===== src/rtl/local_spike_receiver.sv =====
// local_spike_receiver: reassembles 4-bit router flits MSB-first into 32-bit spike packets queued in a FIFO; LOCAL_RX_DROP_CNT_EN compiles in drop_cnt
module local_spike_receiver #(
  parameter int axon_number_bit_width = 1,
  parameter int FIFO_DEPTH = 2,
  parameter int flit_size = 4,
  parameter int packet_size = 32
) (
  input  logic                             clk,
  input  logic                             reset,
  input  logic [flit_size-1:0]             flit_in,
  input  logic                             write_req,
  output logic                             full,
  output logic                             spike_valid,
  input  logic                             spike_ready,
  output logic [31:0]                      spike_packet,
  output logic [axon_number_bit_width-1:0] spike_axon,
  output logic [7:0]                       drop_cnt
);
  localparam int AW = $clog2(FIFO_DEPTH);
  logic [2:0] cnt;
  logic [packet_size-flit_size-1:0] shreg;
  logic [packet_size-1:0] mem [FIFO_DEPTH];
  logic [AW-1:0] wr_ptr, rd_ptr;
  logic [AW:0] occ;
  logic accept, push, pop;
  assign full = occ == (AW+1)'(FIFO_DEPTH);
  assign spike_valid = occ != '0;
  assign accept = write_req & ~full;
  assign push = accept & (cnt == 3'd7);
  assign pop = spike_valid & spike_ready;
  assign spike_packet = spike_valid ? mem[rd_ptr] : '0;
  assign spike_axon = spike_packet[axon_number_bit_width-1:0];
  always_ff @(posedge clk or posedge reset)
    if (reset) begin
      cnt <= '0;
      shreg <= '0;
      wr_ptr <= '0;
      rd_ptr <= '0;
      occ <= '0;
    end else begin
      if (accept) begin
        cnt <= cnt + 3'd1;
        shreg <= {shreg[packet_size-2*flit_size-1:0], flit_in};
      end
      if (push) wr_ptr <= wr_ptr + AW'(1);
      if (pop) rd_ptr <= rd_ptr + AW'(1);
      occ <= occ + (AW+1)'(push) - (AW+1)'(pop);
    end
  always_ff @(posedge clk)
    if (push) mem[wr_ptr] <= {shreg, flit_in};
`ifdef LOCAL_RX_DROP_CNT_EN
  always_ff @(posedge clk or posedge reset)
    if (reset) drop_cnt <= '0;
    else if (write_req && full && drop_cnt != 8'hff) drop_cnt <= drop_cnt + 8'd1;
`else
  assign drop_cnt = '0;
`endif
endmodule


===== config.mk =====
export PLATFORM = sky130hd
export DESIGN_NAME = local_spike_receiver
export DESIGN_NICKNAME = d
export VERILOG_FILES = /design/src/rtl/local_spike_receiver.sv
export SDC_FILE = /design/constraint.sdc
export NUM_CORES = 1
export LEC_CHECK = 0
export ABC_AREA = 1
export CAP_MARGIN = 0
export CORE_MARGIN = 2
export CORE_UTILIZATION = 54
export CTS_CLUSTER_SIZE = 12
export DETAILED_ROUTE_END_ITERATION = 6
export GPL_ROUTABILITY_DRIVEN = 0
export PLACE_DENSITY_LB_ADDON = 0.3
export SYNTH_ARGS = -nofsm -noshare
export SYNTH_HDL_FRONTEND = slang
export SYNTH_SLANG_ARGS = --single-unit
export TNS_END_PERCENT = 1

===== constraint.sdc =====
create_clock -name clk -period 3.7 [get_ports clk]
set_input_delay 0.555 -clock clk [delete_from_list [all_inputs] [get_ports clk]]
set_output_delay 0.555 -clock clk [all_outputs]
set_load 0.005 [all_outputs]

==> flow_summary.ini, run 1 <==
[timing]
rsz0062_at_grt = no
finalSetupViolCount = 0
period_share_pct = 76.1
fin_crit_ns = 2.82
clock.fmax_mhz = 355
hold_viol = 0
setup_tns_ns = 0
holdWs_ns = 0.479
setup_ws_ns = 0.884
relSlewSlack_pct = 55.2
finClkSkew_ns = 0.00620
worst_slew_pin_slew_ns = 0.671
maxSlewViolCount = 0

[placement]
dp_hpwl_um = 4070
io_buffers = 42
pre_cts_slack_ns = 1.26
dpl_cell_area_um2 = 4350

[clock_tree]
cts_tree = built
clockBufferDepth = 2
cts_resized = 0
cts_inserted_buffers = 9
cts.htree.levels = 3
cts_root_buf = clkbuf_8
post-cts-setup-buffers = 0
holdBufCountCts = 0
cts.reportedPaths.clkPinSlew_ns = 0.08
clock_sinks = 99
clock_latency_ns = 0.36

[power_and_ir_drop]
ir_drop_mv = 0.354
power_density_nw_per_um2 = 775
leakage_nw = 1.94

[layout]
syn_to_final_growth_pct = 16.1
fin_area_um2 = 4550
nets = 402
n_antenna_cell = 0
layout-drive-gt1-share_pct = 5.57

[yosys]
syn_area_per_cell_um2 = 11.2
async_flop_share_pct = 35.4
yosysSeqAreaShare_pct = 71.4
yosys_most_used_dff = edfxtp_1
yosysTopAreaCell = edfxtp_1
synth_edf_count = 64
synthCells = 350
synth_most_common_cell = nand2_1
syn-cell-area_um2 = 3920
synth_cell_types = 17
ys_top_cells_by_count = 166 x nand2_1, 64 x edfxtp_1, 35 x dfrtp_1, 32 x a21oi_1, 15 x buf_4
yosys-top-cells-area = edfxtp_1 49%, dfrtp_1 22%, nand2_1 16%
yosys_warnings = 0
synth_seq_cells = 99
synth_top_area_share_pct = 49.1

[worst_hold_path]
hold_class = flip-flop to flip-flop

[die]
pin_count = 51
rows = 31
die-area_um2 = 7950
start_util_pct = 54.9
fp.dieW_um = 89.2
die_h_um = 89.2
core_um2 = 7140

[global_route]
grtUsageTotal_pct = 19.4
grt_max_degree = 36
gr-total-overflow = 0
grt_pass1_vias = 2285
grt_pass1_wl_um = 11300
antenna_found_initial = 0

[routing]
wl_per_cell_um = 14.2
antenna_left = 0
vias_per_cell = 4.95
routed_wl_um = 7020
vias = 2447
drtIter0Drc = 118
drc = 0
firstDrtPassIters = 4

[critical_path]
start_kind = flip-flop
path_max_fanout = 20
critPathCaptureType = primary output
crit_type = flip-flop to primary output
crit_arrival_ns = 2.26
crit_required_ns = 3.14

[run_status]
status = completed

[job]
cap_violations = 0
==> cells by family after synthesis <==
kind of cell | share of synthesized area (%)
buffers and inverters | 5.97
adder cells (fa/ha/maj) | 1.28
other | 0.0958
AO/OA/AOI/OAI | 4.22
AND/OR/NAND/NOR | 17.0
flip-flops | 71.4
==> worst max-delay path: stages (launching register included) <==
cell and delay (ns):
dfrtp_1 0.43, nor2_2 0.56, buf_4 0.36, a21oi_1 0.08, clkdlybuf4s50_1 0.46
==> final cells by class <==
cell class,instances,area [µm²]
multi-input combinational,219,913
timing repair buffer,47,458
clock buffer,14,143
fill,561,2590
sequential,99,2800
clock inverter,2,60.1
tap,99,124
inverter,14,52.6
==> flip-flops by register name, summed over array words and instances, names as in the netlist <==
signal	count
mem	64
shreg	28
cnt	3
occ	2
rd_ptr	1
wr_ptr	1
==> routing by layer <==
| layer | part of all wire (%) | wire length, µm | global-route usage (%) |
|---|---|---|---|
| met1 | 45 | 3150 | 26.8 |
| met2 | 49 | 3430 | 30.0 |
| met3 | 3.9 | 274 | 5.08 |
| met4 | 2.3 | 164 | 7.46 |
| met5 | 0 | 0 | 0 |
==> cells in the final DEF (no fill, tap or decap) <==
cell type and n:
clkbuf_1 5, nand2_2 2, inv_2 2, nor2_2 2
inv_1 12, clkdlybuf4s50_1 42, ha_1 4, nand3_1 2
clkbuf_8 9, conb_1 8, a21oi_1 32, nor2_1 1
dfrtp_1 35, bufinv_16 2, buf_4 5, o21ai_0 1
edfxtp_1 64, nand2_1 166, nand4_1 1
==> metrics by stage <==
step                utilization (%)  total power, mW  instances
CTS                            63.7             3.56        494
detailed placement             60.9             2.84        478
floorplan                         -             2.29        357
global route                   63.7             3.77        494
global placement               60.9             2.79        478
finish                         63.7             3.52        494
==> power by group <==
group          total, mW  switching, mW  internal [mW]
combinational       1.16          0.613          0.546
sequential          1.64          0.171           1.47
clock              0.727          0.344          0.383
==> worst paths after layout <==
| kind | to | from | cells past startpoint | slack (ns) |
|---|---|---|---|---|
| worst max-delay path | spike_packet[17] | occ[1] | 4 | 0.88 |
| worst min-delay path | mem[0][29] | shreg[25] | 0 | 0.48 |
| worst max register to register | occ[1] | occ[1] | 8 | 1.49 |
| worst min register to register | mem[0][29] | shreg[25] | 0 | 0.48 |
| max in group asynchronous | shreg[4] | reset | 3 | 2.76 |
| min in group asynchronous | shreg[2] | reset | 3 | 0.60 |
Power figures use the tool's default switching activity.
==> run 2: changes to the inputs <==
--- a/config.mk
+++ b/config.mk
@@ -8,7 +8,7 @@
 export ABC_AREA = 1
 export CAP_MARGIN = 0
 export CORE_MARGIN = 2
-export CORE_UTILIZATION = 54
+export CORE_UTILIZATION = 49
 export CTS_CLUSTER_SIZE = 12
 export DETAILED_ROUTE_END_ITERATION = 6
 export GPL_ROUTABILITY_DRIVEN = 0
==> constraint.sdc (replaced) <==
create_clock -name clk -period 2.5 [get_ports clk]
set_input_delay 0.375 -clock clk [delete_from_list [all_inputs] [get_ports clk]]
set_output_delay 0.375 -clock clk [all_outputs]
set_load 0.005 [all_outputs]
==> run 2 against run 1 <==
- critical path depth rose by 1
- sequential power grew 48%
- routed wire length fell by 1.1%
- core utilization fell by 4.8 points
- non-clock buffer count rose by 3
- register-to-register slack lost 0.76 ns
- via count hardly changed
- flip-flop and latch count stayed put
==> flow_summary.ini, run 2 (synthesized netlist as in run 1, its figures left out) <==
[worst_hold_path]
hold_class = primary input to asynchronous set/reset pin

[global_route]
grtUsageTotal_pct = 18.1
gr-total-overflow = 0
grt_pass1_wl_um = 12000
grtUsageMet1_pct = 23.9
antenna_found_initial = 0
use_met3_pct = 4.83
grt_max_degree = 36
grt_busiest_layer = met2
grt_pass1_vias = 2506
met2_usage_pct = 29.2

[layout]
n_antenna_cell = 0
regMostFlops = mem
final_cell_mix = 166 x nand2_1, 64 x edfxtp_1, 42 x clkdlybuf4s50_1
layout-drive-gt1-share_pct = 6.80
reg_top3 = mem x64, shreg x28, cnt x3
final_common_cell = nand2_1
stdcell_count = 499
num-fill-cells = 650
nets = 405
syn_to_final_growth_pct = 16.4
largest_reg_flops = 64

[critical_path]
crit_arrival_ns = 1.97
r2r_slack_ns = 0.73
cpMaxStageDelayCell = clkdlybuf4s50_1
path_max_fanout = 17
reg2reg_to = mem[1][23]
cp_num_buf_inv = 3
cp_top_family = buffers and inverters
path_cells = inv_2 > buf_4 > nand2_1 > a21oi_1 > clkdlybuf4s50_1
crit_required_ns = 2.12
critPathMaxStageDelay_ns = 0.52
crit_type = flip-flop to primary output
critPathCaptureType = primary output
r2r-start = cnt[0]
start_kind = flip-flop
reg2regPathDepth = 5

[clock_tree]
cts_root_buf = clkbuf_8
post-cts-setup-buffers = 0
cts_resized = 0
clock_sinks = 99
clock_latency_ns = 0.36
cts.reportedPaths.clkPinSlew_ns = 0.08
holdBufCountCts = 0
cts.htree.levels = 3
clockBufferDepth = 2
cts_inserted_buffers = 9
cts_tree = built

[power_and_ir_drop]
leakage_nw = 1.94
power.total_mw = 5.12
power_density_nw_per_um2 = 1120
ir_drop_mv = 0.488

[timing]
fin_crit_ns = 2.34
period_share_pct = 93.6
finalSetupViolCount = 0
rsz0062_at_grt = no
clock.fmax_mhz = 427
setup_tns_ns = 0
hold_viol = 0
maxSlewViolCount = 0
worst_slew_pin_slew_ns = 0.535
finClkSkew_ns = 0.00965
relSlewSlack_pct = 64.3

[routing]
vias = 2448
routed_wl_um = 6940
wl_per_cell_um = 13.9
antenna_left = 0
vias_per_cell = 4.91
drc = 0
firstDrtPassIters = 4
drtIter0Drc = 171

[placement]
io_buffers = 42
dp_hpwl_um = 4080
placed_cells = 484

[die]
die_h_um = 93.4
rows = 32
start_util_pct = 50.7
pin_count = 51
core_um2 = 7730
die-area_um2 = 8720
fp.dieW_um = 93.4

[run_status]
status = completed

[job]
cap_violations = 0
==> run 2: cell count changes in the layout (fill, tap and decap cells not counted) <==
cell	before	now
clkinvlp_4	0	2
clkinv_4	0	1
bufinv_16	2	1
clkbuf_1	5	2
buf_4	5	8
==> run 2: routing by layer <==
layer | wire length (µm) | up-vias
li1 | - | 1204
met1 | 3090 | 1160
met2 | 3340 | 73
met3 | 390 | 11
met4 | 116 | 0
met5 | 0 | -
==> run 2: where the power goes <==
| group | leakage, nW | total, mW | internal, mW | switching [mW] |
|---|---|---|---|---|
| Clock | 0.0856 | 0.958 | 0.459 | 0.499 |
| Sequential | 1.03 | 2.42 | 2.17 | 0.251 |
| Combinational | 0.822 | 1.74 | 0.830 | 0.914 |
==> run 2: how the worst max path moves through the flow <==
stage	from	end	slack, ns	cells past startpoint
2_1_floorplan	cnt[0]	mem[1][0]	0.47	4
3_3_place_gp	write_req	mem[1][16]	0.54	4
3_5_place_dp	rd_ptr	spike_packet[14]	0.52	5
4_1_cts	rd_ptr	spike_packet[14]	0.13	5
5_1_grt	rd_ptr	spike_packet[16]	0.02	5
6_report	rd_ptr	spike_packet[14]	0.16	5
==> run 2: worst reg2reg max path: stages (launching register included) <==
cell	delay, ns
dfrtp_1	0.39
ha_1	0.16
ha_1	0.17
nand3_1	0.16
nor2_2	0.12
buf_4	0.41
==> run 2: final cells by class <==
type / instances / area [µm²] / area share, %
inverter: 14 / 52.6 / 1.15
tap: 102 / 128 / 2.80
sequential: 99 / 2800 / 61.4
clock inverter: 4 / 53.8 / 1.18
timing repair buffer: 50 / 480 / 10.5
multi-input combinational: 219 / 913 / 20.0
clock buffer: 11 / 131 / 2.88
==> run 2: through the flow <==
stage | worst slack (ns) | hold WS, ns | utilization (%) | instance area (µm²)
floorplan | 0.473 | 0.442 | - | 3950
global placement | 0.539 | 0.454 | 56.6 | 4370
detailed placement | 0.522 | 0.461 | 56.6 | 4370
CTS | 0.126 | 0.436 | 59.0 | 4560
global route | 0.0209 | 0.480 | 59.0 | 4560
finish | 0.160 | 0.422 | 59.0 | 4560
==> run 3: changes to the inputs <==
--- a/config.mk
+++ b/config.mk
@@ -9,9 +9,11 @@
 export CAP_MARGIN = 0
 export CORE_MARGIN = 2
 export CORE_UTILIZATION = 49
+export CTS_CLUSTER_DIAMETER = 60
 export CTS_CLUSTER_SIZE = 12
 export DETAILED_ROUTE_END_ITERATION = 6
 export GPL_ROUTABILITY_DRIVEN = 0
+export HOLD_SLACK_MARGIN = 0.12
 export PLACE_DENSITY_LB_ADDON = 0.3
 export SYNTH_ARGS = -nofsm -noshare
 export SYNTH_HDL_FRONTEND = slang
==> results of run 3 <==
The final DEF is identical to that of run 2; final timing and power are the same.
==> RTL edit 1: new RTL, config.mk and constraints of run 2 <==
The option `LOCAL_RX_DROP_CNT_EN` is turned on by a define.
--- a/src/rtl/local_spike_receiver.sv
+++ b/src/rtl/local_spike_receiver.sv
@@ -1,4 +1,6 @@
 // local_spike_receiver: reassembles 4-bit router flits MSB-first into 32-bit spike packets queued in a FIFO; LOCAL_RX_DROP_CNT_EN compiles in drop_cnt
+`define LOCAL_RX_DROP_CNT_EN
+
 module local_spike_receiver #(
   parameter int axon_number_bit_width = 1,
   parameter int FIFO_DEPTH = 2,
Function: same outputs for any inputs over 10 cycles, from zero or initial values and one cycle with reset high; that may be too few to reach the edited logic, so the function may still have changed.
==> RTL edit 1 against run 2 <==
Setup slack got worse by 0.022 ns; sequential cell count grew 8; wire length rose by 8.0%; total power is 12% higher; area after synthesis is 10% higher; first-iteration DRC count decreased by 44%; design area up 12%; die area is 10% higher; fmax is 0.93% lower; largest cell class unchanged.
==> RTL edit 1: results (changes against run 2) <==
PLACEDCELLCOUNT=527  # was 484
YOSYSSEQAREASHARE_PCT=69.3  # was 71.4%
SYNTHESIS.AREA_PER_INSTANCE_UM2=11.5  # was 11.2 um^2
CLKSLEWWORSTSETUPHOLDPATHS_NS=0.10  # was 0.08 ns
TRACK_USAGE_PCT=16.6  # was 18.1%
HPWL_MM=4.73  # was 4.08 mm
FRACTION_OF_FINAL_LAYOUT_CELLS_SIZED_BEYOND_DRIVE_STRENGTH_1_PCT=9.66  # was 6.80%
TIMING.CLOCK.SKEW_NS=0.0115  # was 0.00965 ns
MAX_SLEW_MARGIN_PCT=63.1  # was 64.3%
WIRELENGTH_MM=7.50  # was 6.94 mm
GRT_FIRST_PASS_WIRELENGTH_MM=12.6  # was 12.0 mm
SYNTH_TOP_CELLS_BY_AREA='edfxtp_1, dfrtp_1, nand2_1, a21oi_1, inv_1'  # was edfxtp_1, dfrtp_1, nand2_1, a21oi_1, buf_4
ROUTE.DETAILED.VIAS_PER_INST=5.01  # was 4.91
ASYNCSETRESETFLOPFRACSYNTH_PCT=40.2  # was 35.4%
IO_BUFFER_COUNT=50  # was 42
DPL_WORST_SLACK_NS=0.514  # was 0.522 ns
DESIGN.FINAL.NETS=443  # was 405
RUN_STATUS='finished clean'  # unchanged
FIRST_ITER_VIOLATIONS=95  # was 171
POST_SYNTH_MOST_FREQUENT_CELLS='nand2_1, edfxtp_1, dfrtp_1'  # unchanged
GRT_MAX_DEGREE=56  # was 36
POWER.LEAKAGE_uW=0.00206  # was 0.00194 uW
ROUTED-VIA-COUNT=2719  # was 2448
TIMING.CRITICAL_PATH.FANOUT_MAX=33  # was 17
YOSYSUNIQUECELLTYPES=25  # was 17
PLACED_AREA_UM2=4920  # was 4370 um^2
SW_FRAC_OF_TOTAL_PCT=33.6  # was 32.5%
CLK_LATENCY_NS=0.37
CTS.REPAIR.RESIZED=0  # unchanged
-- RTL edit 1: critical path, stage by stage (launching register included) --
cell and delay (ns):
dfrtp_1 0.36, buf_4 0.36, nand2_1 0.09, a21oi_1 0.26, clkdlybuf4s50_1 0.56
-- RTL edit 1: worst paths after layout --
check	start	to	slack, ns	cells past startpoint
worst min-delay path	reset	drop_cnt[7]	0.44	3
worst max-delay path	rd_ptr	spike_packet[0]	0.14	4
min in group clk	shreg[18]	mem[1][22]	0.47	0
worst min register to register	shreg[18]	mem[1][22]	0.47	0
max in group asynchronous	reset	shreg[8]	1.68	3
worst max register to register	occ[1]	occ[1]	0.71	7
-- RTL edit 1: logic make-up after synthesis --
group	synth area share, %
compound gates	7.44
xor+xnor	1.62
fa+ha+maj	1.45
buf+inv	5.27
flops	69.3
simple gates	14.9
-- RTL edit 1: power by group through the flow --
stage               Clock, uW  Combinational (uW)  Sequential [uW]
floorplan                   0                1200             2610
global placement            0                1990             2680
detailed placement          0                2040             2710
CTS                      1070                2060             2670
global route             1130                2260             2730
finish                   1050                2010             2680
-- RTL edit 1: layer usage --
layer	GRT usage [%]	up-vias	part of all wire, %
li1	-	1351	-
met1	21.0	1308	44
met2	28.5	50	50
met3	3.08	10	4.1
met4	6.84	0	1.7
met5	0	-	0
-- RTL edit 1: area by class of cell --
| class | count | area [um^2] | area share [%] |
|---|---|---|---|
| clock buffer | 9 | 124 | 2.42 |
| sequential | 107 | 3000 | 58.6 |
| tap | 108 | 135 | 2.64 |
| multi-input combinational | 225 | 1100 | 21.6 |
| inverter | 27 | 104 | 2.03 |
| timing repair buffer | 60 | 576 | 11.2 |
| clock inverter | 7 | 77.6 | 1.52 |
==> RTL edit 2: new RTL, config.mk and constraints of run 2 <==
Without the edit above. The parameter `axon_number_bit_width` goes from 1 to 2.
--- a/src/rtl/local_spike_receiver.sv
+++ b/src/rtl/local_spike_receiver.sv
@@ -1,6 +1,6 @@
 // local_spike_receiver: reassembles 4-bit router flits MSB-first into 32-bit spike packets queued in a FIFO; LOCAL_RX_DROP_CNT_EN compiles in drop_cnt
 module local_spike_receiver #(
-  parameter int axon_number_bit_width = 1,
+  parameter int axon_number_bit_width = 2,
   parameter int FIFO_DEPTH = 2,
   parameter int flit_size = 4,
   parameter int packet_size = 32
Ports: changed (resized spike_axon); port bits go from 51 to 52. No check against the original RTL was run, so the function may have changed too.
==> RTL edit 2 against run 2 <==
Sequential share of layout area fell by 0.45 points; setup slack got worse by 0.025 ns; sequential cell count stayed put; total power up 0.91%; wire length increased by 4.7%; critical path type unchanged; area after synthesis is 0.19% higher; first-iteration DRC count grew 19%; largest power group unchanged; critical path depth stayed put; via count grew 1.3%; design area rose by 0.74%.
==> RTL edit 2: results (changes against run 2) <==
TIMING.CLOCK.SKEW_NS=0.0107  # was 0.00965 ns
MET2_WIRELENGTH_MM=3.48  # was 3.34 mm
WORST_R2R_STARTPOINT='occ[1]'  # was cnt[0]
SEQUENTIALPOWERSHARE_PCT=47.0  # was 47.3%
HOLD_WS_NS=0.418  # was 0.422 ns
GRT_FIRST_PASS_WIRELENGTH_MM=11.8  # was 12.0 mm
WORSTPATHARRIVAL_NS=1.99  # was 1.97 ns
TOTAL_SWITCHING_POWER_uW=1740  # was 1660 uW
DPL_WORST_SLACK_NS=0.516  # was 0.522 ns
MET3ROUTEDLENGTH_UM=357  # was 390 um
WL_MET1_MM=3.33  # was 3.09 mm
WIRELENGTH_MM=7.27  # was 6.94 mm
SYN_INST=351  # was 350
POWER.LEAKAGE_uW=0.00195  # was 0.00194 uW
IR_WORST_VDD_mV=0.500  # was 0.488 mV
POST_SYNTH_MOST_FREQUENT_CELLS='nand2_1, edfxtp_1, dfrtp_1'  # unchanged
TIMING.CRITICAL_PATH.FANOUT_MAX=13  # was 17
NUM-FILL-CELLS=606  # was 650
PEAK_PER_STAGE_DELAY_ON_THE_CRITICAL_PATH_NS=0.54  # was 0.52 ns
PLACED_AREA_UM2=4410  # was 4370 um^2
POWER.SHARE.CLOCK_PCT=17.9  # was 18.7%
POST-ROUTE-CELL-AREA_UM2=4590  # was 4560 um^2
ROUTED-VIA-COUNT=2480  # was 2448
YOSYSSEQAREASHARE_PCT=71.3  # was 71.4%
WORST-R2R-CELL-COUNT=8  # was 5
FIRST_GLOBAL_VIAS=2423  # was 2506
PLACEDCELLCOUNT=487  # was 484
WORST_SLEW_PIN_SLEW_NS=0.560  # was 0.535 ns
REG2REG_TO='occ[1]'  # was mem[1][23]
FRACTION_OF_FINAL_LAYOUT_CELLS_SIZED_BEYOND_DRIVE_STRENGTH_1_PCT=7.73  # was 6.80%
IO_BUFFER_COUNT=43  # was 42
RUN_STATUS='finished clean'  # unchanged
==> RTL edit 2: changes by cell type after synthesis, sizes merged <==
cell / before / now
buf: 25 / 26
==> RTL edit 2: layout make-up <==
| cell class | count | area (um^2) | share of cell area [%] |
|---|---|---|---|
| clock buffers | 11 | 141 | 3.08 |
| inverters | 14 | 52.6 | 1.14 |
| multi-input cells | 219 | 913 | 19.9 |
| well taps | 102 | 128 | 2.78 |
| repair buffers | 53 | 522 | 11.4 |
| clock inverters | 5 | 36.3 | 0.790 |
| flip-flops and latches | 99 | 2800 | 60.9 |
==> RTL edit 2: logic make-up after synthesis <==
group	share of synthesized area (%)
simple gates	17.0
flops	71.3
buf+inv	6.15
compound gates	4.21
fa+ha+maj	1.28
other cells	0.0956
==> RTL edit 2: worst min-delay path: stages <==
cell	delay, ns
clkdlybuf4s50_1	0.40
inv_1	0.05
buf_4	0.40
==> RTL edit 2: per-layer routing <==
layer | global-route usage (%) | vias up
li1 | - | 1208
met3 | 3.38 | 8
met2 | 28.0 | 59
met5 | 0 | -
met1 | 24.0 | 1205
met4 | 9.07 | 0
==> RTL edit 2: how the worst max path moves through the flow <==
| stage | from | endpoint | slack, ns | cells past startpoint |
|---|---|---|---|---|
| floorplan | cnt[0] | mem[1][0] | 0.47 | 4 |
| global placement | rd_ptr | spike_packet[0] | 0.51 | 4 |
| detailed placement | rd_ptr | spike_packet[0] | 0.52 | 4 |
| CTS | rd_ptr | spike_packet[0] | 0.11 | 4 |
| global route | rd_ptr | spike_packet[13] | 0.01 | 5 |
| finish | rd_ptr | spike_packet[19] | 0.13 | 5 |
==> RTL edit 2: repair_timing <==
action	in CTS	in global routing
resized for setup	0	1
setup endpoints to repair	0	1
setup buffers	0	0
